--- src/rtl/tcam_lookup_arbiter_pkg.sv ---
// ---------------------------------------------------------------------------
// tcam_lookup_arbiter_pkg
// Shared definitions for the TCAM lookup arbiter:
//   - default parameter values (requesters, key width, tag depth, index width)
//   - tag_width(): width of a requester id tag, clog2(NREQ), at least 1 bit
//   - tcam_result_t: action-stage result {hit, index}
// ---------------------------------------------------------------------------
package tcam_lookup_arbiter_pkg;

  localparam int NREQ_DEF      = 4;
  localparam int KEY_W_DEF     = 32;
  localparam int TAG_DEPTH_DEF = 4;
  localparam int IDX_W_DEF     = 4;

  typedef struct packed {
    logic                 hit;
    logic [IDX_W_DEF-1:0] index;
  } tcam_result_t;

  // Requester-id tag width; a single requester still needs one bit of storage.
  function automatic int tag_width(input int nreq);
    return (nreq <= 1) ? 1 : $clog2(nreq);
  endfunction

endpackage

--- src/rtl/tcam_tag_fifo.sv ---
// ---------------------------------------------------------------------------
// tcam_tag_fifo
// Synchronous in-order FIFO holding the requester id of every lookup that
// the TCAM stage has accepted but whose result has not yet been returned.
// Ports:
//   i_clk, i_rst_n   clock, synchronous active-low reset (empties the FIFO)
//   i_push, i_data   write one tag (ignored when full)
//   i_pop            discard the head tag (ignored when empty)
//   o_data           head tag (valid while !o_empty)
//   o_count          occupancy, one bit wider than the pointers
//   o_full, o_empty  status flags derived from o_count
// ---------------------------------------------------------------------------
module tcam_tag_fifo #(
  parameter int DEPTH = 4,
  parameter int W     = 2
) (
  input  logic                     i_clk,
  input  logic                     i_rst_n,
  input  logic                     i_push,
  input  logic [W-1:0]             i_data,
  input  logic                     i_pop,
  output logic [W-1:0]             o_data,
  output logic [$clog2(DEPTH):0]   o_count,
  output logic                     o_full,
  output logic                     o_empty
);

  localparam int PW = $clog2(DEPTH);

  logic [W-1:0]  r_mem [DEPTH];
  logic [PW-1:0] r_wr_ptr;
  logic [PW-1:0] r_rd_ptr;
  logic [PW:0]   r_count;
  logic          w_push;
  logic          w_pop;

  assign o_full  = (r_count == (PW+1)'(DEPTH));
  assign o_empty = (r_count == {(PW+1){1'b0}});
  assign o_count = r_count;
  assign o_data  = r_mem[r_rd_ptr];
  assign w_push  = i_push & ~o_full;
  assign w_pop   = i_pop & ~o_empty;

  // Tag storage; contents are don't-care while empty, so no reset needed.
  always_ff @(posedge i_clk) begin
    if (w_push) begin
      r_mem[r_wr_ptr] <= i_data;
    end else begin
      r_mem[r_wr_ptr] <= r_mem[r_wr_ptr];
    end
  end

  // Pointers wrap naturally at DEPTH (power of two); count tracks push/pop.
  always_ff @(posedge i_clk) begin
    if (!i_rst_n) begin
      r_wr_ptr <= {PW{1'b0}};
      r_rd_ptr <= {PW{1'b0}};
      r_count  <= {(PW+1){1'b0}};
    end else begin
      if (w_push) begin
        r_wr_ptr <= r_wr_ptr + PW'(1);
      end else begin
        r_wr_ptr <= r_wr_ptr;
      end
      if (w_pop) begin
        r_rd_ptr <= r_rd_ptr + PW'(1);
      end else begin
        r_rd_ptr <= r_rd_ptr;
      end
      case ({w_push, w_pop})
        2'b10:   r_count <= r_count + (PW+1)'(1);
        2'b01:   r_count <= r_count - (PW+1)'(1);
        default: r_count <= r_count;
      endcase
    end
  end

endmodule

--- src/rtl/tcam_lookup_arbiter.sv ---
// ---------------------------------------------------------------------------
// tcam_lookup_arbiter
// Shares one TCAM lookup pipeline between NREQ requesters. Keys are granted
// round-robin onto the lk_valid/lk_ready handshake; the id of each accepted
// lookup is queued in an in-order tag FIFO, and each action-stage result is
// steered combinationally back to the requester at the FIFO head.
// Ports:
//   i_clk, i_rst_n                 clock, synchronous active-low reset
//   i_req_valid/i_req_key/o_req_ready  per-requester key handshake
//   o_lk_valid/o_lk_key/i_lk_ready     key handshake to the TCAM stage
//   i_res_valid/i_res_hit/i_res_index/o_res_ready  action-stage result
//   o_rsp_valid/o_rsp_hit/o_rsp_index/i_rsp_ready  per-requester result
//   o_inflight                     lookups outstanding (tag FIFO occupancy)
//   o_err_orphan                   sticky: result seen with nothing outstanding
// ---------------------------------------------------------------------------
module tcam_lookup_arbiter
  import tcam_lookup_arbiter_pkg::*;
#(
  parameter int NREQ      = NREQ_DEF,
  parameter int KEY_W     = KEY_W_DEF,
  parameter int TAG_DEPTH = TAG_DEPTH_DEF,
  parameter int IDX_W     = IDX_W_DEF
) (
  input  logic                         i_clk,
  input  logic                         i_rst_n,
  input  logic [NREQ-1:0]              i_req_valid,
  input  logic [NREQ*KEY_W-1:0]        i_req_key,
  output logic [NREQ-1:0]              o_req_ready,
  output logic                         o_lk_valid,
  output logic [KEY_W-1:0]             o_lk_key,
  input  logic                         i_lk_ready,
  input  logic                         i_res_valid,
  input  logic                         i_res_hit,
  input  logic [IDX_W-1:0]             i_res_index,
  output logic                         o_res_ready,
  output logic [NREQ-1:0]              o_rsp_valid,
  output logic                         o_rsp_hit,
  output logic [IDX_W-1:0]             o_rsp_index,
  input  logic [NREQ-1:0]              i_rsp_ready,
  output logic [$clog2(TAG_DEPTH):0]   o_inflight,
  output logic                         o_err_orphan
);

  localparam int TAG_W = tag_width(NREQ);

  logic [TAG_W-1:0] r_rr_ptr;
  logic             r_lock;
  logic [TAG_W-1:0] r_lock_id;
  logic             r_err_orphan;

  logic [TAG_W:0]   w_sum;
  logic [TAG_W-1:0] w_cand;
  logic             w_take;
  logic [TAG_W-1:0] w_search_id;
  logic             w_search_hit;
  logic [TAG_W-1:0] w_grant;
  logic [TAG_W-1:0] w_rr_next;
  logic             w_any;
  logic             w_accept;
  logic             w_pop;
  logic [TAG_W-1:0] w_head;
  logic             w_full;
  logic             w_empty;

  // Round-robin search: first valid requester at rr_ptr, rr_ptr+1, ... mod NREQ.
  always_comb begin
    w_sum        = {(TAG_W+1){1'b0}};
    w_cand       = {TAG_W{1'b0}};
    w_take       = 1'b0;
    w_search_id  = r_rr_ptr;
    w_search_hit = 1'b0;
    for (int k = 0; k < NREQ; k++) begin
      w_sum        = {1'b0, r_rr_ptr} + (TAG_W+1)'(k);
      w_sum        = (w_sum >= (TAG_W+1)'(NREQ)) ? (w_sum - (TAG_W+1)'(NREQ)) : w_sum;
      w_cand       = w_sum[TAG_W-1:0];
      w_take       = ~w_search_hit & i_req_valid[w_cand];
      w_search_id  = w_take ? w_cand : w_search_id;
      w_search_hit = w_search_hit | w_take;
    end
  end

  // A locked grant is held until the TCAM stage takes the key, so the
  // presented key never changes under backpressure.
  assign w_grant   = r_lock ? r_lock_id : w_search_id;
  assign w_any     = r_lock ? i_req_valid[r_lock_id] : w_search_hit;
  assign w_rr_next = (w_grant == TAG_W'(NREQ-1)) ? {TAG_W{1'b0}} : (w_grant + TAG_W'(1));

  // Full is the registered occupancy, so lk_valid never depends on res_valid.
  assign o_lk_valid  = i_rst_n & w_any & ~w_full;
  assign o_lk_key    = i_req_key[int'(w_grant)*KEY_W +: KEY_W];
  assign w_accept    = o_lk_valid & i_lk_ready;
  assign o_req_ready = w_accept ? (NREQ'(1) << w_grant) : {NREQ{1'b0}};

  // Results with nothing outstanding are always consumed and dropped.
  assign o_res_ready = i_rst_n & (w_empty | i_rsp_ready[w_head]);
  assign w_pop       = i_res_valid & o_res_ready & ~w_empty;
  assign o_rsp_hit   = i_res_hit;
  assign o_rsp_index = i_res_index;
  assign o_err_orphan = r_err_orphan;

  // Steer the result valid to the requester that issued the head lookup.
  always_comb begin
    o_rsp_valid = {NREQ{1'b0}};
    for (int i = 0; i < NREQ; i++) begin
      o_rsp_valid[i] = i_rst_n & i_res_valid & ~w_empty & (w_head == TAG_W'(i));
    end
  end

  tcam_tag_fifo #(
    .DEPTH (TAG_DEPTH),
    .W     (TAG_W)
  ) u_tag_fifo (
    .i_clk   (i_clk),
    .i_rst_n (i_rst_n),
    .i_push  (w_accept),
    .i_data  (w_grant),
    .i_pop   (w_pop),
    .o_data  (w_head),
    .o_count (o_inflight),
    .o_full  (w_full),
    .o_empty (w_empty)
  );

  // Arbiter state: round-robin pointer, grant lock, sticky orphan flag.
  always_ff @(posedge i_clk) begin
    if (!i_rst_n) begin
      r_rr_ptr     <= {TAG_W{1'b0}};
      r_lock       <= 1'b0;
      r_lock_id    <= {TAG_W{1'b0}};
      r_err_orphan <= 1'b0;
    end else begin
      if (w_accept) begin
        r_rr_ptr  <= w_rr_next;
        r_lock    <= 1'b0;
        r_lock_id <= r_lock_id;
      end else if (o_lk_valid) begin
        r_rr_ptr  <= r_rr_ptr;
        r_lock    <= 1'b1;
        r_lock_id <= w_grant;
      end else begin
        r_rr_ptr  <= r_rr_ptr;
        r_lock    <= r_lock;
        r_lock_id <= r_lock_id;
      end
      if (i_res_valid && w_empty) begin
        r_err_orphan <= 1'b1;
      end else begin
        r_err_orphan <= r_err_orphan;
      end
    end
  end

endmodule
--- config.mk ---
export PLATFORM = sky130hd
export DESIGN_NAME = tcam_lookup_arbiter
export DESIGN_NICKNAME = d
export VERILOG_FILES = /design/src/rtl/tcam_lookup_arbiter_pkg.sv /design/src/rtl/tcam_tag_fifo.sv /design/src/rtl/tcam_lookup_arbiter.sv
export SDC_FILE = /design/constraint.sdc
export NUM_CORES = 1
export LEC_CHECK = 0
export ABC_AREA = 0
export BUFFER_PORTS_ARGS = -buffer_cell sky130_fd_sc_hd__buf_2
export CORE_MARGIN = 8
export CORE_UTILIZATION = 47
export DETAILED_ROUTE_END_ITERATION = 10
export GPL_TIMING_DRIVEN = 0
export PLACE_DENSITY = 0.9
export SLEW_MARGIN = 10
export SYNTH_ARGS = -nofsm -noshare
export SYNTH_HDL_FRONTEND = slang
export SYNTH_SLANG_ARGS = --single-unit
--- constraint.sdc ---
create_clock -name i_clk -period 3.2 [get_ports i_clk]
set_input_delay 0.32 -clock i_clk [delete_from_list [all_inputs] [get_ports i_clk]]
set_output_delay 0.32 -clock i_clk [all_outputs]
set_load 0.1 [all_outputs]
### After elaboration in Yosys (flattened, before gate mapping)

Memory sizes are Yosys's and may differ from the RTL's. A register that Yosys moved wholly into a read port is not among the register bits.
Cells that the tools add are included.
Widths: inputs -> output; s select.

* register bits: 13
* RAM bits: 8
* output and inout port bits: 51
* word-level logic and storage cells: 107
* memories kept: 1

Memory list
* u_tag_fifo.r_mem: depth 4, width 2, read ports 1, clocked after memory_dff 1, write ports 1, line tcam_tag_fifo.sv:30 `logic [W-1:0] r_mem [DEPTH];`

* add/subtract/negate cells: 12
* $lt $le $gt $ge: 10
* equality and inequality tests: 8
* shift operators: 2
* mux-type cells: 31
* bitwise logic cells: 29
* reduce and logical (&&, ||, !) cells: 7

Operator list (number)
* $shiftx 128x8->32: 1
* $mux 2: 13
* $lt 2x3->1 const B: 6
* $and 1x1->1: 17
* $bmux 1 s2: 6
* $mux 1: 10
* $ge 3x3->1 const B: 3
* $eq 2x2->1 const B: 4
* $sub 2x1->2 const B: 4
* $not 1->1: 7
* $add 2x1->2 const B: 3
* $add 2x2->3 const B: 2
* $pmux 3 s2: 1
* $or 1x1->1: 5
* $eq 2x1->1 const B: 2
* $mux 4: 1
* $reduce_and 2->1: 2
* $shl 1x2->4 const A: 1
* $add 2x1->3 const B: 1
* $add 3x1->3 const B: 1
* $eq 3x3->1 const B: 1
* $ge 2x3->1 const B: 1
* $logic_not 3->1: 1
* $sub 3x1->3 const B: 1
* other kinds (5): 5

### Logic depth before layout (Yosys ltp)

Gate-level depths: netlist (run 1).

* depth after elaboration: 21
* mapped depth: 11
* gate-level depth less buffers: 9

### By module

A second synthesis (run 1) with hierarchy kept.

* cell total of the unflattened synthesis: 180
* area total of the unflattened synthesis: 2290.9 um^2

Modules (own cells, without submodules)
* tcam_lookup_arbiter: times used 1, cells an instance 116, area each 1511.4 um^2, sequential area each 120.1 um^2
* tcam_tag_fifo: times used 1, cells an instance 64, area each 779.5 um^2, sequential area each 420.4 um^2

### Worst setup path before layout (run 1)

OpenSTA, ideal clock, no wires.

* path kind: flip-flop to output port
* from: reg u_tag_fifo.r_count[0], in the netlist u_tag_fifo.o_count[0]
* to: out o_lk_valid
* arrival time: 3.508 ns
* data required time: 2.880 ns
* slack: -0.628 ns
* cell stages (with the launch flop): 4
* buffers on the path: 0
* cells stage by stage: dfxtp_1 > nor2_1 > a21o_1 > nor3_1

* word-level cells in the longest chain between the ends: 3

RTL lines
* start, declared: line tcam_tag_fifo.sv:33 `logic [PW:0] r_count;`
* start signal, assigned: line tcam_tag_fifo.sv:58 `r_count <= {(PW+1){1'b0}};`
* start signal, assigned: line tcam_tag_fifo.sv:71 `2'b10: r_count <= r_count + (PW+1)'(1);`
* start signal, assigned: line tcam_tag_fifo.sv:72 `2'b01: r_count <= r_count - (PW+1)'(1);`
* $eq 3x3->1: line tcam_tag_fifo.sv:37 `assign o_full = (r_count == (PW+1)'(DEPTH));`
* $not 1->1: line tcam_lookup_arbiter.sv:89 `assign o_lk_valid = i_rst_n & w_any & ~w_full;`
* $and 1x1->1: line tcam_lookup_arbiter.sv:89
* end, declared: line tcam_lookup_arbiter.sv:29 `output logic o_lk_valid,`

Every way passes these cells.

### Worst setup path in the final report (run 1)

* from: reg r_rr_ptr[0]
* to: out o_lk_key[22]

* word-level cells in the longest chain between the ends: 15
* elaborated cells on any way between the ends: 37
* those cells by class: 7 x add/sub; 4 x order compare; 1 x shift; 17 x mux; 8 x bitwise

RTL lines
* start, declared: line tcam_lookup_arbiter.sv:46 `logic [TAG_W-1:0] r_rr_ptr;`
* start signal, assigned: line tcam_lookup_arbiter.sv:127 `r_rr_ptr <= {TAG_W{1'b0}};`
* start signal, assigned: line tcam_lookup_arbiter.sv:133 `r_rr_ptr <= w_rr_next;`
* start signal, assigned: line tcam_lookup_arbiter.sv:137 `r_rr_ptr <= r_rr_ptr;`
* $add 2x1->3, or another cell as far along: line tcam_lookup_arbiter.sv:73 `w_sum = {1'b0, r_rr_ptr} + (TAG_W+1)'(k);`
* $ge 3x3->1, or another cell as far along: line tcam_lookup_arbiter.sv:74 `w_sum = (w_sum >= (TAG_W+1)'(NREQ)) ? (w_sum - (TAG_W+1)'(NREQ)) : w_sum;`
* $mux 2 / $bmux 1 s2 (equally long branches): line tcam_lookup_arbiter.sv:74, tcam_lookup_arbiter.sv:76
* $bmux 1 s2 / $mux 1 (equally long branches): line tcam_lookup_arbiter.sv:76 `w_take = ~w_search_hit & i_req_valid[w_cand];`
* $mux 1 (not written as such) / $not 1->1 (equally long branches): line tcam_lookup_arbiter.sv:76
* $and 1x1->1: line tcam_lookup_arbiter.sv:76
* $or 1x1->1: line tcam_lookup_arbiter.sv:78 `w_search_hit = w_search_hit | w_take;`
* $not 1->1: line tcam_lookup_arbiter.sv:76
* $and 1x1->1: line tcam_lookup_arbiter.sv:76
* $or 1x1->1: line tcam_lookup_arbiter.sv:78
* $not 1->1: line tcam_lookup_arbiter.sv:76
* $and 1x1->1: line tcam_lookup_arbiter.sv:76
* $mux 2 (*): line tcam_lookup_arbiter.sv:77 `w_search_id = w_take ? w_cand : w_search_id;`
* $mux 2 (*): line tcam_lookup_arbiter.sv:84 `assign w_grant = r_lock ? r_lock_id : w_search_id;`
* named net u_tag_fifo.i_data[0]: line tcam_tag_fifo.sv:20 `input logic [W-1:0] i_data,`
* $shiftx 128x8->32 (*): line tcam_lookup_arbiter.sv:90 `assign o_lk_key = i_req_key[int'(w_grant)*KEY_W +: KEY_W];`
* end, declared: line tcam_lookup_arbiter.sv:30 `output logic [KEY_W-1:0] o_lk_key,`

The timed path passes the listed nets; every way through them passes the cells marked *. The select of a mux whose other input is x is not followed.

==> metrics.txt, run 1 <==
Die Ht=between 100 and 150 µm; total track usage=25.9%; CTS Root Cell=clkbuf_8; Fin. Hold Viols=0; R2R depth=10; Crit path arrival time=2.77 ns; reg2reg end=u_tag_fifo.o_count[2]; Setup CP Type=flop to primary output; I/O Buffers=about 190; synth warn=0; Worst setup SP type=flop; worst flop-to-flop path startpoint=r_lock_id[0]; synth top area cells=o31ai_1, a31oi_1, mux2i_1; status=completed; CP endpoint kind=primary output; worst endpoint required time=2.88 ns; Reg clk slew, reported paths=approximately 0.080 ns; Hold Crit Start=i_res_valid; Mapped Cells=roughly 550; DRC Markers=0; area of the multi-input gates=3100 µm²; hpwl dp=approximately 12000 µm; share of layout cells above drive strength 1=between 30% and 40%; Syn Area/Cell=6.90 µm²; initial antenna violation count=2; io pins=about 200; Slew @ Worst Pin=around 0.7 ns; cts-stage hold buffer count=0; Vias=between 5000 and 6000; largest net degree at the start of global routing=16; period utilization=96.5%; core area=about 8000 µm²; post-synth cell types=between 40 and 50; number of global-route vias before repair=~5300; FF+latch count, synth=23; drt total wl=around 16000 µm; total CTS buffers=3; pwr/cell area=about 540 nW/µm²; slew margin rel.=between 50% and 60%; post-route ant nets=0; Clock Skews=0.00886 ns; vias per std cell=6.09; Max Slew Vio Count=0; unrepaired setup endpoints after global routing=no; Pre-antenna DRT Iters=7; Static Leak=between 2 and 2.5 nW; Syn Std Cell Area=3820 µm²; crit path time final=slightly above 3 ns; final critical-path setup slack=between 0.1 and 0.15 ns; CTS tree=done; Power, Total=roughly 2.8 mW; routed len/inst=approximately 18 µm; first-pass GRT wire length=approximately 25000 µm; worst skew pair latency=around 0.27 ns; std cell rows=33; die area=between 10000 and 15000 µm²; Final setup viols=0; top-area cell type share of the netlist area=between 10% and 20%; slowest stage cell on the critical path=buf_2; clk sink count=23; Peak Freq=between 300 and 400 MHz; Mapped Nets=708; Final #Nets=900; DRT iter0 DRCs=around 390; cells along the critical path=and2b_1, o21ai_1, and2_1, clkbuf_1, a21o_4, clkinv_8, buf_12, mux2i_1, a31oi_2, buf_2; VDD IR-drop max=about 380 µV; GRT overflow=0; GP Congestion=approximately 0.90; hold path depth=3; dpl ws=-0.116 ns; # fillers=about 760; Area Growth Syn to Fin=35.9%; H-tree depth reported by CTS=1; Initial Util=47.4%; register area=roughly 540 µm²; Max Cap Violations=0; Seq/Total Area, Yosys=14.2%; hold worst-path end=o_err_orphan; CTS max path bufs=2; Die Wd=around 110 µm; worst hold path type=input port to flop; post-synth top area cell=o31ai_1; reg2reg setup slack=about 0.37 ns; crit path max fanout=10; Largest stage delay, worst path=between 0.4 and 0.5 ns
metal layers:
layer | part of all wire [%] | global-route usage, %
met1 | 40 | 31.9
met2 | 48 | 43.3
met3 | 8.7 | 5.32
met4 | 3.3 | 10.2
met5 | 0 | 0
report_power, final:
group,switching (mW),total [mW],internal (mW)
logic,1.73,2.28,0.554
registers,0.0229,0.350,0.327
clock network,0.0900,0.179,0.0888
total,1.84,2.81,0.971
through the flow:
step,hold WS [ns],cell area [µm²],utilization [%],std cells,setup TNS [ns]
after floorplan,0.427,4020,-,553,0
after global placement,0.439,5100,63.4,847,-0.198
after detailed placement,0.465,5100,63.4,847,-0.210
after CTS,0.324,5160,64.1,851,0
after global routing,0.351,5190,64.4,851,0
final,0.323,5190,64.4,851,0
state kept, by name, summed over array words and instances, names as in the netlist, named ones only:
name,cells
o_err_orphan,1
r_lock,1
r_lock_id,2
r_rr_ptr,2
u_tag_fifo.o_count,3
u_tag_fifo.r_mem,8
u_tag_fifo.r_rd_ptr,2
u_tag_fifo.r_wr_ptr,2
kinds of logic (layout without fill, tap and decap cells):
| family | after synthesis | in the layout | share of synthesized area, % |
|---|---|---|---|
| other | 0 | 2 | 0 |
| AOI/OAI and AO/OA | 245 | 245 | 42.9 |
| muxes | 40 | 40 | 11.5 |
| buffers and inverters | 79 | 270 | 10.3 |
| adders and majority gates | 10 | 10 | 3.48 |
| and+or+nand+nor | 153 | 153 | 17.0 |
| xor gates and xnor gates | 3 | 3 | 0.689 |
| DFF | 23 | 23 | 14.2 |
what timing repair did:
| item | in CTS | in global routing |
|---|---|---|
| buffers inserted | 0 | 0 |
| pin swaps | 0 | 0 |
| setup endpoints to repair | 11 | 36 |
| gates resized for setup | 4 | 22 |
how the worst max path moves through the flow:
stage,startpoint,end,slack [ns],depth (start not counted)
3_5_place_dp,i_req_valid[0],o_req_ready[3],-0.12,8
6_report,r_rr_ptr[0],o_lk_key[22],0.11,10
3_3_place_gp,i_req_valid[0],o_req_ready[3],-0.11,8
5_1_grt,r_lock,o_req_ready[3],0.006,7
4_1_cts,r_lock,o_lk_key[0],0.007,9
2_1_floorplan,r_rr_ptr[1],o_req_ready[2],0.20,6
layout by cell type (no fill, tap or decap), types with 2 or more instances in the layout:
cell type	n
xnor2_1	2
dfxtp_2	2
clkbuf_1	36
a211oi_1	2
nor2b_1	2
dfxtp_1	13
a21oi_1	68
mux2i_1	37
a31oi_2	32
ha_1	9
o21ai_1	5
buf_2	194
nor2_1	83
mux4_2	3
a31oi_1	32
a21o_1	2
nand2_1	44
nor3_1	2
nand2b_1	3
buf_1	3
o31ai_1	64
clkbuf_4	4
clkbuf_8	3
inv_1	6
buf_12	3
buf_4	5
a22o_1	32
inv_2	3
edfxtp_1	8
diode_2	2
clkbuf_2	11
and2_1	11
cell usage after synthesis, drive strengths merged:
library cell	n
clkinv	1
nor2	83
o311a	1
a211o	1
nor3	3
ha	9
a21o	3
inv	9
nor3b	1
nand2	44
clkbuf	47
a21oi	68
mux4	3
mux2i	37
a2111oi	1
nor2b	2
xor2	1
and2	12
fa	1
o22ai	1
a21boi	1
or4	1
xnor2	2
o31ai	65
a22o	32
a211oi	2
nor4	2
a31oi	64
or3	1
edfxtp	8
buf	22
dfxtp	15
o21ai	6
nand2b	3
and2b	1
final cells by class:
class | instances | area share (%)
antenna | 2 | 0.0965
buffer | 67 | 6.83
clock buffer | 4 | 0.869
inverter | 10 | 0.965
multi-input combinational | 451 | 59.9
sequential | 23 | 10.5
tap | 105 | 2.53
timing repair buffer | 189 | 18.4
critical path: cells and delay by family, from the launching register on:
kind | cells | cell delay, ns
buffers and inverters | 4 | 1.00
AO/OA/AOI/OAI | 3 | 0.61
flip-flops | 1 | 0.38
AND/OR/NAND/NOR | 2 | 0.35
multiplexers | 1 | 0.15
Note: power is estimated with default switching activity, not from simulation.
==> inputs of run 2 (changes only) <==
Clock period 3.2 ns to 3.35 ns, I/O delays scaled along.
==> metrics.txt, run 2 (same netlist as run 1, synthesis figures left out) <==
Final setup viols=0; slew margin rel.=48.9%; Crit path max-delay family=buffers and inverters; post-route ant nets=0; Layout Utilization=between 60% and 70%; Max Slew Vio Count=0; cts-stage hold buffer count=0; Setup CP Type=flop to primary output; std cell rows=33; commonest cells after routing, fill and taps aside=buf_2, nor2_1, a21oi_1; Die Wd=approximately 110 µm; share of layout cells above drive strength 1=35.0%; Largest stage delay, worst path=0.45 ns; postcts setup bufs=0; CTS tree=done; routed len/inst=18.3 µm; worst endpoint required time=3.01 ns; Crit path arrival time=around 2.9 ns; core area=between 8000 and 9000 µm²; VDD IR-drop max=~350 µV; I/O Buffers=between 150 and 200; fin area=slightly above 5000 µm²; Slew @ Worst Pin=0.767 ns; DRC Markers=0; Final #Nets=roughly 900; number of global-route vias before repair=slightly above 5000; CP endpoint kind=primary output; Vias=around 5200; setup TNS=0 ns; Die Ht=roughly 110 µm; vias per std cell=just over 6; GRT overflow=0; DRT iter0 DRCs=around 320; initial antenna violation count=1; crit path max fanout=10; Max Cap Violations=0; CTS Root Cell=clkbuf_8; dpl cell area=5090 µm²; H-tree depth reported by CTS=1; total track usage=between 20% and 30%; GP Congestion=between 0.8 and 0.9; worst skew pair latency=0.27 ns; Static Leak=about 2.4 nW; pwr/cell area=521 nW/µm²; worst hold path type=input port to flop; reg2reg setup slack=around 0.23 ns; max reg flops=8; first-pass GRT wire length=~25000 µm; hpwl dp=~12000 µm; die area=around 11000 µm²; Clock Skews=between 0.005 and 0.006 ns; most common cell after layout, fill and taps aside=buf_2; most flop-heavy register=u_tag_fifo.r_mem; io pins=196; most used cell, CP=clkbuf_1; largest net degree at the start of global routing=16; Reg clk slew, reported paths=~0.09 ns; slowest stage cell on the critical path=buf_2; clk sink count=23; Fin. Hold Viols=0; crit path time final=~3.2 ns; Initial Util=a little under half; Area Growth Syn to Fin=35.0%; drt total wl=15600 µm; Pre-antenna DRT Iters=5; total CTS buffers=3; CTS max path bufs=2; cells along the critical path=clkbuf_1, inv_2, and2_1, clkbuf_1, a21o_4, clkinv_8, buf_12, mux2i_1, a31oi_2, buf_2; CP bufs+invs=6; Worst setup SP type=flop; Peak Freq=313 MHz; status=completed; period utilization=around 95%
## run 2: cell count changes in the layout (fill, tap and decap cells not counted), moves of 2 or more
| cell | delta |
|---|---|
| a31oi_2 | -2 |
| clkbuf_1 | +4 |
| a31oi_1 | +2 |
| clkbuf_4 | -4 |
| clkbuf_2 | -6 |
| buf_1 | +2 |
| buf_2 | +4 |
## run 2: worst reg2reg max path, delay by kind of cell (launching register included)
kind / cells / cell delay, ns
compound gates: 1 / 0.20
buf+inv: 4 / 0.83
simple gates: 3 / 0.95
xor+xnor: 1 / 0.15
fa+ha+maj: 2 / 0.61
flops: 1 / 0.31
## run 2: final timing paths
path	endpoint	start	depth (start not counted)
setup / recovery	o_lk_key[5]	r_lock	10
setup reg to reg	u_tag_fifo.o_count[2]	r_lock	11
hold / removal	o_err_orphan	i_res_valid	3
hold reg to reg	u_tag_fifo.r_rd_ptr[1]	u_tag_fifo.r_rd_ptr[1]	1
## run 2: final cells by class
class	instances	area, µm²
Multi-Input combinational cell	451	3080
Fill cell	736	2900
Timing Repair Buffer	189	946
Sequential cell	23	542
Buffer	68	348
Tap cell	105	131
Inverter	10	50.0
Clock buffer	3	41.3
Clock inverter	1	7.51
Antenna cell	1	2.50
## run 2: layer usage
layer | GRT usage [%] | vias up | wire, µm
met4 | 11.2 | 0 | 505
met1 | 32.3 | 2387 | 6390
met5 | 0 | - | 0
met3 | 3.39 | 40 | 1080
li1 | - | 2476 | -
met2 | 43.3 | 279 | 7580
## run 2: timing repair
| action | 4_1_cts | 5_1_grt |
|---|---|---|
| setup endpoints to repair | 2 | 33 |
| cloned | 0 | 0 |
| gates resized for setup | 1 | 13 |
## run 2: where the power goes
| group | internal [mW] | switching (mW) | leakage [nW] | total, mW |
|---|---|---|---|---|
| clock | 0.0844 | 0.0967 | 0.0217 | 0.181 |
| sequential | 0.312 | 0.0183 | 0.197 | 0.331 |
| combinational | 0.520 | 1.65 | 2.15 | 2.17 |
| total | 0.916 | 1.77 | 2.37 | 2.69 |
## run 2: per-stage QoR
step | total power, mW | hold slack, ns | worst slack, ns | instances
6_report | 2.69 | 0.338 | 0.154 | 851
4_1_cts | 2.67 | 0.337 | 0.0630 | 851
5_1_grt | 2.80 | 0.362 | -0.00427 | 851
2_1_floorplan | 2.07 | 0.427 | 0.0132 | 553
3_3_place_gp | 2.46 | 0.440 | 0.105 | 847
3_5_place_dp | 2.49 | 0.451 | 0.0129 | 847
